===== src/rtl/cpu_controller_if.sv =====
// cpu_controller_if
//   Bundles the instruction handshake and the datapath control bus of the
//   16-bit CPU controller.
//   Ports (signals):
//     in[15:0]    instruction word offered for IR capture
//     load        IR load request
//     s           start request
//     w           controller idle / ready
//     readnum, writenum, write, vsel, loada, loadb, asel, bsel,
//     shift, ALUop, loadc, loads   datapath control strobes and selects
//     sximm8, sximm5               sign-extended immediates from IR
//   Modports:
//     master  upstream/datapath side (drives in/load/s)
//     slave   the controller itself
interface cpu_controller_if;
    logic [15:0] in;
    logic        load;
    logic        s;
    logic        w;
    logic [2:0]  readnum;
    logic [2:0]  writenum;
    logic        write;
    logic [3:0]  vsel;
    logic        loada;
    logic        loadb;
    logic        asel;
    logic        bsel;
    logic [1:0]  shift;
    logic [1:0]  ALUop;
    logic        loadc;
    logic        loads;
    logic [15:0] sximm8;
    logic [15:0] sximm5;

    modport master (
        output in, load, s,
        input  w, readnum, writenum, write, vsel, loada, loadb, asel, bsel,
               shift, ALUop, loadc, loads, sximm8, sximm5
    );

    modport slave (
        input  in, load, s,
        output w, readnum, writenum, write, vsel, loada, loadb, asel, bsel,
               shift, ALUop, loadc, loads, sximm8, sximm5
    );
endinterface


===== src/rtl/cpu_controller.sv =====
// cpu_controller
//   Holds the instruction register and sequences the 16-bit datapath through
//   a multicycle Moore FSM. Executes MOV imm, MOV reg, ADD, CMP, AND, MVN.
//   Ports:
//     clk      rising-edge clock
//     reset_n  asynchronous active-low reset (state WAIT, IR cleared)
//     bus      cpu_controller_if.slave: in/load/s handshake in, w and all
//              datapath controls plus sximm8/sximm5 out
module cpu_controller (
    input  logic                   clk,
    input  logic                   reset_n,
    cpu_controller_if.slave        bus
);

    typedef enum logic [2:0] {
        S_WAIT,
        S_DECODE,
        S_WR_IMM,
        S_GET_A,
        S_GET_B,
        S_EXEC,
        S_WR_REG
    } state_t;

    state_t      state_q, state_d;
    logic [15:0] ir_q, ir_d;

    logic [2:0] opcode;
    logic [1:0] op;
    logic [2:0] rn, rd, rm;
    logic [1:0] sh;
    logic       is_alu, is_mov_imm, is_mov_reg, is_mvn, is_cmp;

    assign opcode     = ir_q[15:13];
    assign op         = ir_q[12:11];
    assign rn         = ir_q[10:8];
    assign rd         = ir_q[7:5];
    assign sh         = ir_q[4:3];
    assign rm         = ir_q[2:0];
    assign is_alu     = (opcode == 3'b101);
    assign is_mov_imm = (opcode == 3'b110) && (op == 2'b10);
    assign is_mov_reg = (opcode == 3'b110) && (op == 2'b00);
    assign is_mvn     = is_alu && (op == 2'b11);
    assign is_cmp     = is_alu && (op == 2'b01);

    assign bus.sximm8 = {{8{ir_q[7]}}, ir_q[7:0]};
    assign bus.sximm5 = {{11{ir_q[4]}}, ir_q[4:0]};

    // IR only accepts a new word while idle, so an instruction in flight
    // always sees a stable IR.
    always_comb begin
        ir_d = ir_q;
        if (state_q == S_WAIT && bus.load) begin
            ir_d = bus.in;
        end
    end

    always_ff @(posedge clk or negedge reset_n) begin
        if (!reset_n) begin
            state_q <= S_WAIT;
            ir_q    <= '0;
        end else begin
            state_q <= state_d;
            ir_q    <= ir_d;
        end
    end

    always_comb begin
        state_d      = state_q;
        bus.w        = 1'b0;
        bus.readnum  = '0;
        bus.writenum = '0;
        bus.write    = 1'b0;
        bus.vsel     = '0;
        bus.loada    = 1'b0;
        bus.loadb    = 1'b0;
        bus.asel     = 1'b0;
        bus.bsel     = 1'b0;
        bus.shift    = '0;
        bus.ALUop    = '0;
        bus.loadc    = 1'b0;
        bus.loads    = 1'b0;

        unique case (state_q)
            S_WAIT: begin
                bus.w = 1'b1;
                if (bus.s) state_d = S_DECODE;
            end
            S_DECODE: begin
                if (is_mov_imm)                state_d = S_WR_IMM;
                else if (is_mov_reg || is_mvn) state_d = S_GET_B;
                else if (is_alu)               state_d = S_GET_A;
                else                           state_d = S_WAIT;
            end
            S_WR_IMM: begin
                bus.writenum = rn;
                bus.vsel     = 4'b0010;
                bus.write    = 1'b1;
                state_d      = S_WAIT;
            end
            S_GET_A: begin
                bus.readnum = rn;
                bus.loada   = 1'b1;
                state_d     = S_GET_B;
            end
            S_GET_B: begin
                bus.readnum = rm;
                bus.loadb   = 1'b1;
                state_d     = S_EXEC;
            end
            S_EXEC: begin
                bus.shift = sh;
                bus.loadc = 1'b1;
                // MOV reg passes B through the ALU as 0 + B.
                bus.ALUop = is_alu ? op : 2'b00;
                bus.asel  = is_mov_reg;
                bus.loads = is_cmp;
                state_d   = is_cmp ? S_WAIT : S_WR_REG;
            end
            S_WR_REG: begin
                bus.writenum = rd;
                bus.vsel     = 4'b1000;
                bus.write    = 1'b1;
                state_d      = S_WAIT;
            end
            default: state_d = S_WAIT;
        endcase
    end

endmodule


===== src/flat_wrapper.sv =====
// flat-port wrapper written by rule: the top's interface ports become plain ports
module cpu_controller_flat 
  (clk, reset_n, bus_in, bus_load, bus_s, bus_w, bus_readnum, bus_writenum, bus_write, bus_vsel, bus_loada, bus_loadb, bus_asel, bus_bsel, bus_shift, bus_ALUop, bus_loadc, bus_loads, bus_sximm8, bus_sximm5);
  cpu_controller_if bus_i ();
  input  logic clk;
  input  logic reset_n;
  input wire logic [$bits(bus_i.in)-1:0] bus_in;
  input wire logic [$bits(bus_i.load)-1:0] bus_load;
  input wire logic [$bits(bus_i.s)-1:0] bus_s;
  output wire logic [$bits(bus_i.w)-1:0] bus_w;
  output wire logic [$bits(bus_i.readnum)-1:0] bus_readnum;
  output wire logic [$bits(bus_i.writenum)-1:0] bus_writenum;
  output wire logic [$bits(bus_i.write)-1:0] bus_write;
  output wire logic [$bits(bus_i.vsel)-1:0] bus_vsel;
  output wire logic [$bits(bus_i.loada)-1:0] bus_loada;
  output wire logic [$bits(bus_i.loadb)-1:0] bus_loadb;
  output wire logic [$bits(bus_i.asel)-1:0] bus_asel;
  output wire logic [$bits(bus_i.bsel)-1:0] bus_bsel;
  output wire logic [$bits(bus_i.shift)-1:0] bus_shift;
  output wire logic [$bits(bus_i.ALUop)-1:0] bus_ALUop;
  output wire logic [$bits(bus_i.loadc)-1:0] bus_loadc;
  output wire logic [$bits(bus_i.loads)-1:0] bus_loads;
  output wire logic [$bits(bus_i.sximm8)-1:0] bus_sximm8;
  output wire logic [$bits(bus_i.sximm5)-1:0] bus_sximm5;
  assign bus_i.in = bus_in;
  assign bus_i.load = bus_load;
  assign bus_i.s = bus_s;
  assign bus_w = bus_i.w;
  assign bus_readnum = bus_i.readnum;
  assign bus_writenum = bus_i.writenum;
  assign bus_write = bus_i.write;
  assign bus_vsel = bus_i.vsel;
  assign bus_loada = bus_i.loada;
  assign bus_loadb = bus_i.loadb;
  assign bus_asel = bus_i.asel;
  assign bus_bsel = bus_i.bsel;
  assign bus_shift = bus_i.shift;
  assign bus_ALUop = bus_i.ALUop;
  assign bus_loadc = bus_i.loadc;
  assign bus_loads = bus_i.loads;
  assign bus_sximm8 = bus_i.sximm8;
  assign bus_sximm5 = bus_i.sximm5;
  cpu_controller u_core (.clk(clk), .reset_n(reset_n), .bus(bus_i));
endmodule

===== config.mk =====
export PLATFORM = sky130hd
export DESIGN_NAME = cpu_controller_flat
export DESIGN_NICKNAME = d
export VERILOG_FILES = /design/src/rtl/cpu_controller_if.sv /design/src/rtl/cpu_controller.sv /design/src/flat_wrapper.sv
export SDC_FILE = /design/constraint.sdc
export NUM_CORES = 1
export LEC_CHECK = 0
export CORE_ASPECT_RATIO = 0.9
export CORE_MARGIN = 8
export CORE_UTILIZATION = 34
export CTS_CLUSTER_SIZE = 30
export DETAILED_ROUTE_END_ITERATION = 10
export HOLD_SLACK_MARGIN = 0.12
export PLACE_DENSITY = 0.78
export SLEW_MARGIN = 30
export SYNTH_ARGS = -nofsm -noshare
export SYNTH_HDL_FRONTEND = slang
export SYNTH_SLANG_ARGS = --single-unit

===== constraint.sdc =====
create_clock -name clk -period 1.38 [get_ports clk]
set_input_delay 0.345 -clock clk [delete_from_list [all_inputs] [get_ports clk]]
set_output_delay 0.345 -clock clk [all_outputs]
set_load 0.02 [all_outputs]

# Yosys cells after proc, flatten, opt, wreduce, memory -nomap -nowiden
# Index checks and enable logic that the tools add are counted.
[word_totals] reg_bits=19 inputBits=20 out_inout_bits=54 elab_cells=42
[op_classes] reduce_logical=9 muxes=19 n_eq_ne=12
[ops] op="$eq A3 B3 Y1 const B" count=5
[ops] op="$pmux W3 S5" count=1
[ops] op="$mux W3" count=4
[ops] op="$pmux W3 S2" count=2
[ops] op="$mux W2" count=4
[ops] op="$pmux W4 S2" count=1
[ops] op="$mux W1" count=7
[ops] op="$eq A3 B2 Y1 const B" count=2
[ops] op="$logic_and A1 B1 Y1" count=5
[ops] op="$eq A2 B2 Y1 const B" count=2
[ops] op="$eq A3 B1 Y1 const B" count=1
[ops] op="$logic_not A3 Y1" count=1
[ops] op="$eq A2 B1 Y1 const B" count=1
[ops] op="$logic_not A2 Y1" count=1
[ops] op="$ne A2 B2 Y1 const B" count=1
[ops] op="$reduce_or A2 Y1" count=1
[ops] op="$logic_or A1 B1 Y1" count=1

# Logic depth before layout (Yosys ltp)
[depth] ltp_word=6 ltp_mapped=5 ltp_nobuf=4

# Worst setup path before layout
# OpenSTA, ideal clock, no wires.
[synth_timing] path_kind="reg2out" from="register u_core.state_q[1]" to="output bus_readnum[0]" n_path_buf=0 arrival_time_ps=1481 required_time_ps=1035 path_slack_ps=-446 path_stages_with_launch=3 cell_sequence="dfrtp_1 > nor3b_1 > a22o_1"
[synth_via] elab_chain_cells=2 elab_cells_between_ends=3 cone_classes="2 x eq/ne; 1 x mux"
[synth_lines] item="start, declared" line="cpu_controller.sv:25" rtl="state_t state_q, state_d;"
[synth_lines] item="start signal, assigned" line="cpu_controller.sv:63" rtl="state_q <= state_d;"
[synth_lines] item="$eq A3 B3 Y1 / $eq A3 B2 Y1 (equally long branches)" line="cpu_controller.sv:84" rtl="unique case (state_q)"
[synth_lines] item="$pmux W3 S2 *" line="cpu_controller.sv:84"
[synth_lines] item="end, declared" line="flat_wrapper.sv:11" rtl="output wire logic [$bits(bus_i.readnum)-1:0] bus_readnum;"
# Every way passes the cells marked *; elsewhere a longest branch is shown, timed or not.

# Worst setup path in the final report
[layout_timing] from="register u_core.state_q[0]" to="output bus_readnum[0]"
# Same word-level chain as after synthesis.

==> reports/metrics.yaml <==
setup_viol: 43
finalCritPeriodShare_pct: 132
antenna_found_initial: 0
num_vias: 1210
drtAntennaViolNets: 0
gr-usage-all-layers_pct: 14.1
path_class: "register to primary output"
holdWs_ns: 0.412
dieArea_sq_um: 6060
seq_area_frac_synth_pct: 36.6
regToRegSetupSlack_ns: -0.39
syn_inst: 122
clk_pin_slew_ns: 0.08
grt_pass1_vias: 1273
fin_cells: 257
num_rows: 21
grt_setup_unrepaired: "yes"
clock_latency_ns: 0.26
status: "finished, violations left"
wl_mm: 4.76
synth-async-reset-ratio_pct: 100
post-place-ws_ns: -0.579
power_leakage_nw: 1.10
path_buf_inv: 1
finalMaxSlewViolations: 0
drtPass1Iterations: 4
period_minus_slack_ns: 1.83
die_h_microns: 74.7
fin_worst_skew_ns: 0.00810
grt_max_degree: 20
rr_startpoint: "u_core.state_q[0]"
yosys-top-cells-area: "dfrtp_1, buf_4, mux2_4"
start_util_pct: 35.1
post-route-util_pct: 62.2
hold_viol_final: 0
drv_cap: 0
synth_flop_cell: "dfrtp_1"
cts.sinks: 19
crit_path_max_fanout: 6
ys_seq_elements: 19
drcViolationCount: 0
n_fill_cell: 277
design_area_sq_um: 2310
gr-total-overflow: 0
io_pins: 74
drt_iter0_drc: 67
synth_edf_count: 0
grt_pass1_wl_mm: 6.58
cts_buffers: 3
critPathMaxStageDelay_ns: 0.45
gp_congestion: 0.755
reg2reg_to: "u_core.ir_q[4]"
slowest_stage: "dfrtp_2"
total_power_mw: 6.23
syn_avg_cell_area_sq_um: 10.7
port_buffers: 70
fmax_mhz: 548
crit_arrival_ns: 1.48
worstRegToRegCells: 7
placedCellCount: 230
area_growth_pct: 77.4
vias_per_cell: 4.71
vdd_drop_max_v: 0.000889
root_buffer: "clkbuf_8"
chipWidth_microns: 81.2
critPathRequiredTime_ns: 1.03
crit_family: "simple AND/OR/NAND/NOR gates"
startpoint_type: "register"
netlist_area_sq_um: 1300
layout.area.seq_sq_um: 479
synth_top_area_share_pct: 36.6
powerDensity_nw_per_um2: 2700
endpoint_kind: "primary output"
violations: "setup timing"
layout_setup_ws_ns: -0.445
hold_path.class: "input port to async pin"
place_hpwl_mm: 3.06
synth_top_area_cell: "dfrtp_1"
diodes: 0
finalSetupTns_ns: -12.15
place_area_sq_um: 2030
synthDistinctLibCells: 35
core-area_sq_um: 3700
cts_tree: "yes"
multi_input_area_sq_um: 628
htreeDepth: 1
cts_buffer_depth: 2
drive_gt1_share_pct: 67.8
worstPathCellList: "or2b_1 > nor2_4 > a22o_1 > buf_6"
nets: 232
ys.warnings.count: 0
wire_per_inst_microns: 18.5
-- synth_stat cells (2+ instances only) --
library cell,n
buf_4,35
dfrtp_1,19
mux2_4,9
nor2_1,7
mux2_2,6
inv_1,5
mux2i_1,4
a22o_1,3
and2_1,3
nand2_1,3
nor3_1,3
nand3_1,2
-- layout make-up --
type,count,area share (%)
multi-input combinational,62,27.2
clock inverter,1,0.217
inverter,5,0.922
timing repair buffer,121,46.6
tap,46,2.50
clock buffer,3,1.79
sequential,19,20.8
-- worst max-delay path by stage --
stage	slack [ns]	cells after the start	end	start
floorplan	-0.23	5	u_core.ir_q[10]	u_core.state_q[2]
global placement	-0.55	4	bus_readnum[2]	u_core.state_q[2]
detailed placement	-0.58	4	bus_readnum[2]	u_core.state_q[2]
CTS	-0.41	5	bus_shift[0]	u_core.state_q[2]
global route	-0.51	4	bus_readnum[1]	u_core.state_q[0]
finish	-0.45	4	bus_readnum[0]	u_core.state_q[0]
-- repair_timing --
action,CTS,global route
pin swaps,7,8
hold buffers,0,0
buffers inserted,15,7
endpoints found under the setup margin,68,44
cloned,1,0
gates resized for setup,238,30
-- per-layer routing --
layer	vias up	global-route usage, %	routed length [microns]
met5	-	0	0
met4	0	5.74	79
met3	6	2.39	268
met2	53	26.8	2670
met1	597	15.0	1740
li1	554	-	-
-- where the power goes --
| part | internal [mW] | total, mW | switching [mW] |
|---|---|---|---|
| Sequential | 0.849 | 1.15 | 0.305 |
| Combinational | 2.44 | 4.68 | 2.25 |
| Clock | 0.201 | 0.395 | 0.194 |
| Total | 3.49 | 6.23 | 2.74 |
-- registers in the layout, summed over array words and instances, names as in the netlist --
name	cells
u_core.state_q	3
u_core.ir_q	16
-- placed cells by master, fill, tap and decap left out, drive strengths merged, types with 2 or more instances in the layout --
master,n
nor2,7
clkdlybuf4s50,19
buf,98
mux2,15
or2b,2
clkbuf,3
mux2i,4
clkdlybuf4s15,2
dfrtp,19
nand3,2
conb,3
inv,5
dlygate4sd2,2
and2,4
nor3,4
a22o,3
nand2,3
-- kinds of logic after synthesis --
group	count (synthesis)	share of synthesized area, %
AO/OA/AOI/OAI	12	7.12
AND/OR/NAND/NOR	27	12.2
XOR/XNOR	1	0.674
multiplexers	19	18.7
buffers and inverters	43	24.4
flip-flops	19	36.6
other	1	0.288
Note: power is estimated with default switching activity, not from simulation.
